[config.mk]
export PLATFORM = sky130hd
export DESIGN_NAME = pc_redirect_ctrl
export DESIGN_NICKNAME = d
export VERILOG_FILES = /design/src/rtl/pipeline_pkg.sv /design/src/rtl/pc_redirect_ctrl_sat_counter.sv /design/src/rtl/pc_redirect_ctrl.sv
export SDC_FILE = /design/constraint.sdc
export NUM_CORES = 1
export LEC_CHECK = 0
export ABC_AREA = 1
export CORE_UTILIZATION = 40
export DETAILED_ROUTE_END_ITERATION = 10
export PLACE_DENSITY = 0.79
export RECOVER_POWER = 25
export SLEW_MARGIN = 10
export SYNTH_ARGS = -nofsm -noshare
export SYNTH_HDL_FRONTEND = slang
export SYNTH_SLANG_ARGS = --single-unit
[constraint.sdc]
create_clock -name Clk -period 1.5 [get_ports Clk]
set_input_delay 0.225 -clock Clk [delete_from_list [all_inputs] [get_ports Clk]]
set_output_delay 0.225 -clock Clk [all_outputs]
set_load 0.02 [all_outputs]
[src/rtl/pipeline_pkg.sv]
// pipeline_pkg: constants and types shared by the fetch-side sequencer and
// anything that needs to agree with it (fetch stage, testbench).
//   PC_STEP      - byte distance between sequential fetch addresses
//   RESET_PC_VAL - program counter value after reset
//   state_t      - fetch sequencer state (RUN / FLUSH)
package pipeline_pkg;

    localparam int          PC_STEP      = 4;
    localparam logic [31:0] RESET_PC_VAL = 32'h0000_0000;

    typedef enum logic {
        RUN   = 1'b0,
        FLUSH = 1'b1
    } state_t;

endpackage

[src/rtl/pc_redirect_ctrl_sat_counter.sv]
// sat_counter: up-counter that sticks at all-ones instead of wrapping.
//   clk   - rising-edge clock
//   rst_n - asynchronous active-low clear
//   en    - count this cycle
//   count - current value
module sat_counter #(
    parameter int WIDTH = 16
) (
    input  logic             clk,
    input  logic             rst_n,
    input  logic             en,
    output logic [WIDTH-1:0] count
);

    always_ff @(posedge clk or negedge rst_n) begin
        if (!rst_n) begin
            count <= '0;
        end else if (en && (count != '1)) begin
            count <= count + WIDTH'(1);
        end
    end

endmodule

[src/rtl/pc_redirect_ctrl.sv]
// pc_redirect_ctrl: fetch-side PC sequencer.
// Redirects the PC on a taken branch from EX, squashes IF/ID and ID/EX for
// FLUSH_DEPTH cycles, then resumes sequential fetch throttled by Stall and
// IMemReady.
//   Clk, Rst_n        - clock, asynchronous active-low reset
//   PCSel, ExValid    - taken-branch decision from EX, qualified by ExValid
//   BranchTarget      - redirect address
//   Stall, IMemReady  - sequential-advance throttles
//   PC                - registered fetch address
//   FetchValid        - fetch request for PC this cycle
//   FlushIF, FlushID  - squash IF/ID and ID/EX
//   Redirecting       - high while flushing
//   TargetMisaligned  - sticky: some taken target had nonzero bits [1:0]
//   TakenCount        - saturating count of accepted taken branches
module pc_redirect_ctrl
    import pipeline_pkg::*;
#(
    parameter int               WIDTH       = 32,
    parameter logic [WIDTH-1:0] RESET_PC    = WIDTH'(RESET_PC_VAL),
    parameter int               FLUSH_DEPTH = 2,   // legal 1..7
    parameter int               CNT_WIDTH   = 16
) (
    input  logic                 Clk,
    input  logic                 Rst_n,
    input  logic                 PCSel,
    input  logic                 ExValid,
    input  logic [WIDTH-1:0]     BranchTarget,
    input  logic                 Stall,
    input  logic                 IMemReady,
    output logic [WIDTH-1:0]     PC,
    output logic                 FetchValid,
    output logic                 FlushIF,
    output logic                 FlushID,
    output logic                 Redirecting,
    output logic                 TargetMisaligned,
    output logic [CNT_WIDTH-1:0] TakenCount
);

    localparam int               FCW        = $clog2(FLUSH_DEPTH + 1);
    localparam logic [FCW-1:0]   FLUSH_LOAD = FCW'(FLUSH_DEPTH - 1);

    state_t         state;
    logic           run_en;
    logic [FCW-1:0] flush_cnt;
    logic           in_flush;
    logic           taken;

    assign in_flush = (state == FLUSH);
    // EX holds a bubble during FLUSH, so its PCSel is not a real branch.
    assign taken    = !in_flush && ExValid && PCSel;

    // run_en keeps the reset-exit cycle from issuing a fetch.
    assign FetchValid  = !in_flush && run_en && !Stall && IMemReady;
    assign FlushIF     = in_flush;
    assign FlushID     = in_flush;
    assign Redirecting = in_flush;

    always_ff @(posedge Clk or negedge Rst_n) begin
        if (!Rst_n) begin
            state            <= RUN;
            run_en           <= 1'b0;
            flush_cnt        <= '0;
            PC               <= RESET_PC;
            TargetMisaligned <= 1'b0;
        end else begin
            run_en <= 1'b1;
            case (state)
                RUN: begin
                    // Branch in EX is older than any stall source, so it wins.
                    if (taken) begin
                        PC               <= {BranchTarget[WIDTH-1:2], 2'b00};
                        flush_cnt        <= FLUSH_LOAD;
                        TargetMisaligned <= TargetMisaligned | (|BranchTarget[1:0]);
                        state            <= FLUSH;
                    end else if (FetchValid) begin
                        PC <= PC + WIDTH'(PC_STEP);
                    end
                end
                FLUSH: begin
                    if (flush_cnt == '0) begin
                        state <= RUN;
                    end else begin
                        flush_cnt <= flush_cnt - FCW'(1);
                    end
                end
                default: state <= RUN;
            endcase
        end
    end

    sat_counter #(
        .WIDTH (CNT_WIDTH)
    ) u_taken_cnt (
        .clk   (Clk),
        .rst_n (Rst_n),
        .en    (taken),
        .count (TakenCount)
    );

endmodule

==> results of run 1 <==
## timing repair
item	in CTS	in global routing
buffers inserted	6	7
gates resized for setup	66	71
hold buffers	1	0
gates cloned	1	2
pin swaps	2	19
hold endpoints to repair	51	0
endpoints found under the setup margin	93	45
## synthesized netlist by cell type (all sizes together), types with 5 or more instances
master and number:
nand3 41, buf 14, dfrtp 51, xor2 7
nor3 21, o21ai 38, xnor2 6, inv 59
nor2 82, nand4 5, nand2 171
## routing by layer
layer	global-route usage [%]	vias to the layer above	routed length, um
met5	0	-	0
met4	9.848	0	291
met3	4.509	26	715
met2	41.73	136	5333
met1	29.20	1812	4566
li1	-	1959	-
## worst max-delay path, delay by kind of cell, from the launching register on
kind	cells	cell delay, ns
compound gates	1	0.06
buf+inv	6	0.66
flops	1	0.42
simple gates	4	0.31
## stage by stage
stage / cell area, sq um / TNS (ns)
after floorplan: 3456 / -0.03802
after global placement: 4867 / -5.298
after detailed placement: 4867 / -7.724
after CTS: 5034 / -0.2978
after global routing: 5254 / -1.614
final: 5254 / -0.01422
## layout make-up
| class | count | area (sq um) |
|---|---|---|
| timing repair inverter | 2 | 13.76 |
| multi-input combinational | 395 | 1987 |
| inverter | 60 | 240.2 |
| sequential | 51 | 1295 |
| clock buffer | 6 | 82.58 |
| fill | 707 | 3004 |
| clock inverter | 2 | 35.03 |
| timing repair buffer | 165 | 1469 |
| tap | 105 | 131.4 |
## cell usage in the layout, fill, tap and decap left out, types with 2 or more instances in the layout
master           instances
buf_4                   65
inv_4                    3
o22ai_1                  4
inv_2                    4
o21ai_1                  8
clkinvlp_4               2
inv_1                   51
or2_2                    2
a211oi_1                 3
nand2_1                156
nor3_1                  17
clkinv_2                 2
nor2_4                   6
nand4_1                  5
o21ai_0                 24
buf_6                    4
nor3_2                   3
nor2_2                  15
dlygate4sd2_1           46
dfrtp_2                 15
nand3_1                 37
buf_12                   5
xnor2_1                  6
a21oi_1                  2
buf_2                    2
nor2_1                  61
clkbuf_8                 6
clkbuf_2                 4
dfrtp_1                 36
nand3_2                  3
nand2_2                 14
o21bai_1                 2
xor2_1                   7
o21ai_2                  5
clkdlybuf4s50_1         36
conb_1                   3
## path summary, 6_finish.rpt
path | startpoint | end | slack [ns] | cells past startpoint
setup / recovery | FlushID | u_taken_cnt.count[11] | -0.01 | 11
hold / removal | TargetMisaligned | TargetMisaligned | 0.48 | 1
setup reg to reg | FlushID | u_taken_cnt.count[11] | -0.01 | 11
hold reg to reg | TargetMisaligned | TargetMisaligned | 0.48 | 1
max in group asynchronous | Rst_n | FlushID | 0.33 | 3
min in group asynchronous | Rst_n | PC[20] | 0.60 | 3
## cells by family after synthesis
kind of cell	count (synthesis)	synth area share (%)
buf+inv	78	9.915
fa+ha+maj	3	1.098
simple gates	324	39.15
other cells	2	0.2196
compound gates	52	8.965
flops	51	37.32
xor+xnor	13	3.330
## sequential cells by signal (all words and copies together), names as in the netlist
signal             count
PC                    30
u_taken_cnt.count     16
flush_cnt              2
FlushID                1
TargetMisaligned       1
run_en                 1
## power by group through the flow
stage / clock network [mW] / logic (mW) / registers, mW
floorplan: 0 / 1.76 / 3.07
global placement: 0 / 4.36 / 2.54
finish: 1.03 / 4.60 / 2.58
global route: 1.11 / 5.04 / 2.65
CTS: 1.05 / 4.25 / 2.52
detailed placement: 0 / 4.47 / 2.56
==> results by group, run 1 <==
Timing
  • RSZ-0062 raised after global routing: yes
  • Fin. Hold Viols: 0
  • Setup WS post-layout: -0.01170 ns
  • Worst hold slack: around 0.48 ns
  • Final worst-path cycle share: 100.8%
  • Worst relative slew slack: between 50 and 60%
  • Max-slew violations: 0
  • Worst slew pin tran: between 0.7 and 0.8 ns
  • Final Skew: 0.007460 ns
  • F_max: roughly 0.66 GHz
  • Tmin final: 1.512 ns
  • Count of final setup violators: 2

Worst setup path
  • Crit path cell chain: buf_6 -> inv_4 -> nand3_4 -> inv_4 -> buf_12 -> o21ai_4 -> buf_12 -> buf_6 -> nor2_2 -> nand2_1 -> nand2_1
  • Startpoint class of the critical path: flip-flop
  • Critical path's slowest cell: dfrtp_2
  • Worst path arrival time: about 1.8 ns
  • Setup CP Type: flip-flop to flip-flop
  • WP data required: between 1.5 and 2 ns
  • Worst-path maximum fanout: 8
  • CP peak stage delay: 0.42 ns
  • Setup crit end kind: flip-flop

Clocking
  • Max Buffers Root-to-Sink: 2
  • CTS Buf Count: 5
  • Clock-pin slew of the registers on the worst-case setup and hold paths: around 0.090 ns
  • CTS tree: built
  • Latest clock arrival within the worst-skew pair: about 0.31 ns
  • CTS HTree Levels: 2
  • Number of clock sinks: 51
  • CTS root buffer: clkbuf_8

Power
  • Int Pwr: 4.411 mW
  • Clock power share: approximately 13%
  • LEAKAGE: ~2.5 nW
  • Power, Total: ~8.2 mW
  • Register share of total power: 31.5%
  • Combinational power share: between 50 and 60%
  • Maximum vdd drop: 779.3 uV
  • Power Dens Cells: between 1500 and 2000 nW/um^2
  • Switch Pwr: between 3 and 4 mW
  • Sw frac: ~46%

Synth
  • Yosys top cell area share: between 30% and 40%
  • Sequential area share after synthesis: 37.32%
  • Post-synth top area cell: dfrtp_1
  • Post-Syn Instances: 523
  • Synth area leaders: dfrtp_1 (37%), nand2_1 (19%), nor2_1 (8.7%), inv_1 (6.0%), nand3_1 (6.0%)
  • Cell Area, Synth: between 3000 and 4000 sq um
  • Ys flop type: dfrtp_1
  • Synth Register Bits: 51
  • Asr flop ratio synth: 100.0%
  • Synth cell types: 36
  • Ys Warns: 0
  • Post-synth EDFFs: 0
  • Post-Syn Area per Cell: ~6.5 sq um

Status
  • Failing checks: negative setup slack
  • Status: complete, but fails checks

Cells and area
  • Final core utilization: 63.62%
  • Nets: slightly above 700
  • Layout cells sized above 1: roughly 25%
  • Post-Layout Cell Count: between 700 and 800
  • P&R area growth vs syn: 53.64%
  • N_diodes: 0

Route
  • Residual DRC: 0
  • Final ANT Viol Nets: 0
  • 1st-iter DRT viols: 240
  • Final wirelength: ~11,000 um
  • Via/cell ratio: 5.004
  • Vias: slightly below 4,000
  • Wire per inst: about 14 um
  • DR pass1 iterations: 4

Floorplanning
  • Die W: 94.46 um
  • Chip height: approximately 94 um
  • I/O pin total: around 90
  • Full die area: about 8900 sq um
  • Area of the core: 8258 sq um
  • Initial Util: 41.41%
  • Core Rows: 33

GRT
  • Global-route total usage across every layer: between 20% and 30%
  • Grt ovf: 0
  • Initial antenna violation count: 0
  • First-pass GRT wire length: between 15,000 and 20,000 um
  • Vias in the first global route: 3,723
  • Largest net degree at the start of global routing: 52

Placement
  • Pre-CTS WS: -0.2800 ns
  • Post-Place Cells: 762
  • DP HPWL: about 7600 um
  • Buffers added on ports: 88
  • Placer Congestion: 0.9241

Run
  • Max_cap viols: 0

Min path
  • Hold crit path type: flip-flop to flip-flop
No activity file was read; power rests on OpenSTA's default activity.
==> inputs of run 2 (changes only) <==
- PLACE_DENSITY: 0.79 -> 0.76
- clock period: 1.5 -> 1.8 ns (I/O delays scaled with it)
==> run 2 against run 1 <==
The run now ends clean. Sequential share of layout area up 2.7 points. Via count down 6.8%. Combinational power down 27%. Clock-buffer cell count down 1. Critical path depth down 9. Clock power down 7%. Cell count down 7.0%. Total power down 21%. Cell area down 11%. Flip-flop and latch count unchanged. Non-clock buffer count down 53. Hold slack worse by 0.022 ns. Critical endpoint is now PC[3].
==> results by group, run 2 (synthesis gave the netlist of run 1 again) <==
Power
  • Maximum vdd drop: slightly below 600 uV
  • Power Dens Cells: 1388 nW/um^2
  • Int Pwr: 3.608 mW
  • Clock power share: 14.8%
  • Register share of total power: around a third
  • Combinational power share: 51.9%
  • Switch Pwr: between 2 and 3 mW
  • LEAKAGE: ~2.1 nW
  • Sw frac: between 40% and 50%

Cells and area
  • Largest registers: PC (30), u_taken_cnt.count (16), flush_cnt (2)
  • Most common cell after layout, fill and taps aside: nand2_1
  • Area occupied by multi-input gates: approximately 1800 sq um
  • Max FFs per register: 30
  • Layout cells sized above 1: under 10%
  • Design area: between 4000 and 5000 sq um
  • Biggest register: PC
  • Layout fillers: about 800
  • N_diodes: 0
  • Nets: 666
  • P&R area growth vs syn: 36.66%
  • FF/Latch Area: ~1300 sq um
  • Most frequent cells in the layout: nand2_1 (169), clkdlybuf4s50_1 (86), nor2_1 (75)

Placement
  • Cell Area, Placed: ~4500 sq um
  • Buffers added on ports: 88
  • Placer Congestion: approximately 0.93
  • DP HPWL: between 7000 and 8000 um
  • Pre-CTS WS: -0.05262 ns

Route
  • 1st-iter DRT viols: around 190
  • Final ANT Viol Nets: 0
  • Via/cell ratio: roughly 5
  • Residual DRC: 0
  • DR pass1 iterations: 4
  • Vias: around 3,700
  • Final wirelength: about 9800 um
  • Wire per inst: approximately 13 um

Clocking
  • CTS Buf Count: 5
  • CTS tree: built
  • Latest clock arrival within the worst-skew pair: slightly above 0.3 ns
  • CTS HTree Levels: 2
  • Clock-pin slew of the registers on the worst-case setup and hold paths: ~0.10 ns
  • CTS root buffer: clkbuf_8
  • Number of clock sinks: 51
  • Max Buffers Root-to-Sink: 2

Floorplanning
  • Core Rows: 33
  • Chip height: 94.46 um
  • Die W: between 90 and 100 um
  • Area of the core: just over 8000 sq um
  • Full die area: ~8900 sq um
  • Initial Util: about two fifths
  • I/O pin total: between 90 and 100

GRT
  • Global-route total usage across every layer: between 20% and 30%
  • Largest net degree at the start of global routing: 29
  • First-pass GRT wire length: ~16,000 um
  • Grt ovf: 0
  • Initial antenna violation count: 0
  • Vias in the first global route: 3,488

Timing
  • RSZ-0062 raised after global routing: no
  • Worst slew pin tran: approximately 0.75 ns
  • Count of final setup violators: 0
  • Post-Route Setup TNS: 0 ns
  • Setup WS post-layout: about 0.081 ns
  • Max-slew violations: 0
  • Fin. Hold Viols: 0
  • F_max: around 0.58 GHz
  • Worst relative slew slack: between 50% and 60%
  • Final worst-path cycle share: between 90% and 100%
  • Tmin final: around 1.7 ns
  • Final Skew: slightly above 0.008 ns

Worst setup path
  • Startpoint class of the critical path: flip-flop
  • WP data required: between 1.5 and 2 ns
  • Setup crit end kind: output port
  • Worst path arrival time: 1.45 ns
  • Worst-path maximum fanout: 4
  • Setup CP Type: flip-flop to output port

Min path
  • Hold crit path type: primary input to async pin

Status
  • Status: complete, no violations

Run
  • Max_cap viols: 0
## run 2: per-stage QoR
step                hold slack [ns]  std cells  power [mW]  util [%]
detailed placement           0.2697        720       5.475     54.58
floorplan                  -0.02559        524       3.977         -
global placement             0.2668        720       5.368     54.58
global route                 0.4996        731       6.957     56.59
CTS                          0.4687        729       6.457     56.33
finish                       0.4569        731       6.485     56.59
## run 2: critical path, stage by stage (launching register included)
cell and delay [ns]:
dfrtp_1 0.41, buf_4 0.14, clkdlybuf4s50_1 0.59
## run 2: worst paths after layout
check	cells after the start	endpoint	startpoint	slack, ns
max reg2reg	9	PC[25]	PC[5]	0.17
max in group asynchronous	3	flush_cnt[1]	Rst_n	0.31
min in group Clk	1	TargetMisaligned	TargetMisaligned	0.50
max	2	PC[3]	PC[3]	0.08
min reg2reg	1	TargetMisaligned	TargetMisaligned	0.50
min	2	PC[20]	Rst_n	0.46
## run 2: cell type report
class,instances,area share [%]
Tap cell,105,2.811
Clock inverter,3,1.446
Inverter,60,4.873
Timing Repair Buffer,112,23.03
Clock buffer,5,1.473
Multi-Input combinational cell,395,39.06
Sequential cell,51,27.31
## run 2: repair_timing
item / 4_1_cts / 5_1_grt
buffers inserted: 0 / 2
endpoints found under the setup margin: 1 / 6
hold buffers: 1 / 0
resized for setup: 1 / 5
endpoints found under the hold margin: 19 / 0
## run 2: power by group through the flow
stage	Sequential, mW	Combinational [mW]	Clock [mW]
2_1_floorplan	2.53	1.45	0
3_3_place_gp	2.15	3.22	0
3_5_place_dp	2.17	3.31	0
4_1_cts	2.15	3.33	0.984
5_1_grt	2.23	3.70	1.03
6_report	2.16	3.37	0.963
## run 2: layer usage
metal / wire length, um / GRT usage [%]
met1: 4268 / 27.88
met2: 4656 / 39.92
met3: 709 / 4.106
met4: 202 / 7.449
met5: 0 / 0
==> variant: new RTL, flow settings as in run 1 <==
Register the input `BranchTarget` before use, without a reset. The logic sees it one clock later. The other inputs are not delayed to match.
--- a/src/rtl/pc_redirect_ctrl.sv
+++ b/src/rtl/pc_redirect_ctrl.sv
@@ -39,6 +39,12 @@
     localparam int               FCW        = $clog2(FLUSH_DEPTH + 1);
     localparam logic [FCW-1:0]   FLUSH_LOAD = FCW'(FLUSH_DEPTH - 1);
 
+    logic [WIDTH-1:0] BranchTarget_q;
+
+    always_ff @(posedge Clk) begin
+        BranchTarget_q <= BranchTarget;
+    end
+
     state_t         state;
     logic           run_en;
     logic [FCW-1:0] flush_cnt;
@@ -68,9 +74,9 @@
                 RUN: begin
                     // Branch in EX is older than any stall source, so it wins.
                     if (taken) begin
-                        PC               <= {BranchTarget[WIDTH-1:2], 2'b00};
+                        PC               <= {BranchTarget_q[WIDTH-1:2], 2'b00};
                         flush_cnt        <= FLUSH_LOAD;
-                        TargetMisaligned <= TargetMisaligned | (|BranchTarget[1:0]);
+                        TargetMisaligned <= TargetMisaligned | (|BranchTarget_q[1:0]);
                         state            <= FLUSH;
                     end else if (FetchValid) begin
                         PC <= PC + WIDTH'(PC_STEP);
Behaviour: not the same (a bounded check fails within 4 cycles, from zero or initial values and one cycle with Rst_n low).
==> variant against run 1 <==
The run still ends with negative setup slack left. Highest routed layer unchanged. Total power grew 21%. Sequential share of layout area is 6.6 points higher. Design area is 18% higher. Sequential cell count is 32 higher. Largest power group unchanged. Worst setup slack lost 21 ps. Largest cell class unchanged. Utilization is essentially flat. Area after synthesis is 19% higher. Clock skew is 1.9 ps higher. Sequential power rose by 38%. Routed wire length grew 11%.
==> variant: results (changes against run 1) <==
| Metric | Value |
|---|---|
| Fraction of registers with async set/reset | 61.4% (-39 points) |
| Max Used Layer | met4 |
| Setup TNS | -179 ps (-165 ps) |
| Leak | 2.93 nW (+17%) |
| Number of fill cells in the layout | 798 (+13%) |
| DP Wirelength | 8160 um (+7.5%) |
| CP peak stage delay | 400 ps (-20 ps) |
| Hold crit path type | input port to register |
| Clock buffer depth | 2 (unchanged) |
| CTS Buf Count | 9 (+4) |
| Layout Nets | 739 (+2.5%) |
| Via count | 4227 (+7.5%) |
| Post-synthesis sequential area ratio | 47.3% (+10 points) |
| Most common library cells after synthesis | 168 x nand2_1, 72 x nor2_1, 52 x inv_1, 51 x dfrtp_1, 42 x nand3_1 |
| DRT iter0 DRCs | 196 (-18%) |
| Violated checks | negative setup slack |
| Peak supply drop | 0.00101 V (+29%) |
| WP data arrival | 1780 ps (+20 ps) |
| Setup Skew | 9.40 ps (+1.94 ps) |
| Setup Viol. Count Final | 10 (+8) |
| Met1 Wirelength | 4740 um (+3.7%) |
| Top cells by area, synth | dfrtp_1 31%, dfxtp_1 16%, nand2_1 16% |
| Share of layout cells above drive strength 1 | 30.2% (+5.2 points) |
| H-tree depth | 3 (+1) |
| Synth Area in Compound Gates | 7.90% (-1.1 points) |
| First-pass GRT wire length | 18100 um (+6.8%) |
| Slowest cell on crit path | dfrtp_1 |
| TritonRoute pass-1 iters | 5 (+1) |
| Post-Route WL | 12100 um (+11%) |
| Status | finished, violations left |
| Clock latency on the worst-skew pair | 360 ps (+50 ps) |
| Routed wl met3 | 820 um (+15%) |
| GPL Wtd Cong | 0.889 (-3.8%) |
| Vias in the first global route | 4062 (+9.1%) |
| Final WS setup | -33.2 ps (-21.5 ps) |
| Crit Path Max Fanout | 6 (-2) |
| Slew HR | 50.0% (-0.28 points) |
| Synth unique cells | 35 (-2.8%) |
| Synth Area in XOR/XNOR | 2.81% (-0.52 points) |
| Dpl ws | -340 ps (-59.7 ps) |
| Adder-Cell Fraction of Synth Area | 0.926% (-0.17 points) |
| Initial antenna violation count | 2 (+2) |
| DR WL met2 | 6160 um (+16%) |
| Largest registers | BranchTarget_q (32), PC (30), u_taken_cnt.count (16) |
| All-Layer GR Usage | 22.3% (-1.7 points) |
-- variant: changes by cell type after synthesis, moves of 3 or more --
cell | before | now
nor2_4 | 0 | 3
inv_1 | 55 | 52
dfxtp_1 | 0 | 32
nand2_2 | 2 | 7
nor3_1 | 19 | 11
nor2_1 | 79 | 72
buf_2 | 5 | 9
o21ai_0 | 31 | 35
-- variant: cell families after synthesis --
group / Yosys count
flip-flops: 83
AO/OA/AOI/OAI: 56
buffers and inverters: 71
other: 2
adder cells (fa/ha/maj): 3
AND/OR/NAND/NOR: 316
XOR/XNOR: 13
-- variant: routing by layer --
layer  up-vias  track usage, %
met3        29            4.75
met4         0            10.7
met5         -               0
met2       158            39.5
li1       2029               -
met1      2011            25.7
-- variant: worst paths after layout --
kind,startpoint,end,slack (ps),cells after the start
setup / recovery,FlushID$_DFF_PN0_,PC[6]$_DFFE_PN0P_,-30,8
hold / removal,BranchTarget[15],BranchTarget_q[15]$_DFF_P_,410,1
setup reg to reg,FlushID$_DFF_PN0_,PC[6]$_DFFE_PN0P_,-30,8
hold reg to reg,BranchTarget_q[8]$_DFF_P_,PC[8]$_DFFE_PN0P_,480,2
max in group asynchronous,Rst_n,PC[3]$_DFFE_PN0P_,390,3
min in group asynchronous,Rst_n,u_taken_cnt.count[1]$_DFFE_PN0P_,580,3
-- variant: area by class of cell --
cell class / count / area share [%]
clock buffers: 11 / 2.27
clock inverters: 5 / 0.845
repair buffers: 159 / 23.7
well taps: 133 / 2.68
flip-flops and latches: 83 / 31.3
multi-input cells: 392 / 35.8
diodes: 2 / 0.0805
inverters: 53 / 3.38
-- variant: metrics by stage --
step / instance area [um^2] / std cells / hold slack, ps
final: 6220 / 838 / 406
after global placement: 5470 / 802 / 245
after detailed placement: 5470 / 802 / 243
after global routing: 6220 / 838 / 401
after floorplan: 4090 / 545 / -70.6
after CTS: 5690 / 822 / 282
-- variant: power by group --
part	switching, W	internal, W
combinational	0.00274	0.00205
sequential	0.000742	0.00281
clock	0.000810	0.000807
-- variant: what timing repair did --
item | CTS | global route
buffers inserted | 3 | 11
gates cloned | 0 | 3
endpoints found under the hold margin | 51 | 0
gates resized for setup | 72 | 150
hold buffers | 1 | 0
endpoints found under the setup margin | 89 | 47
pin swaps | 4 | 28
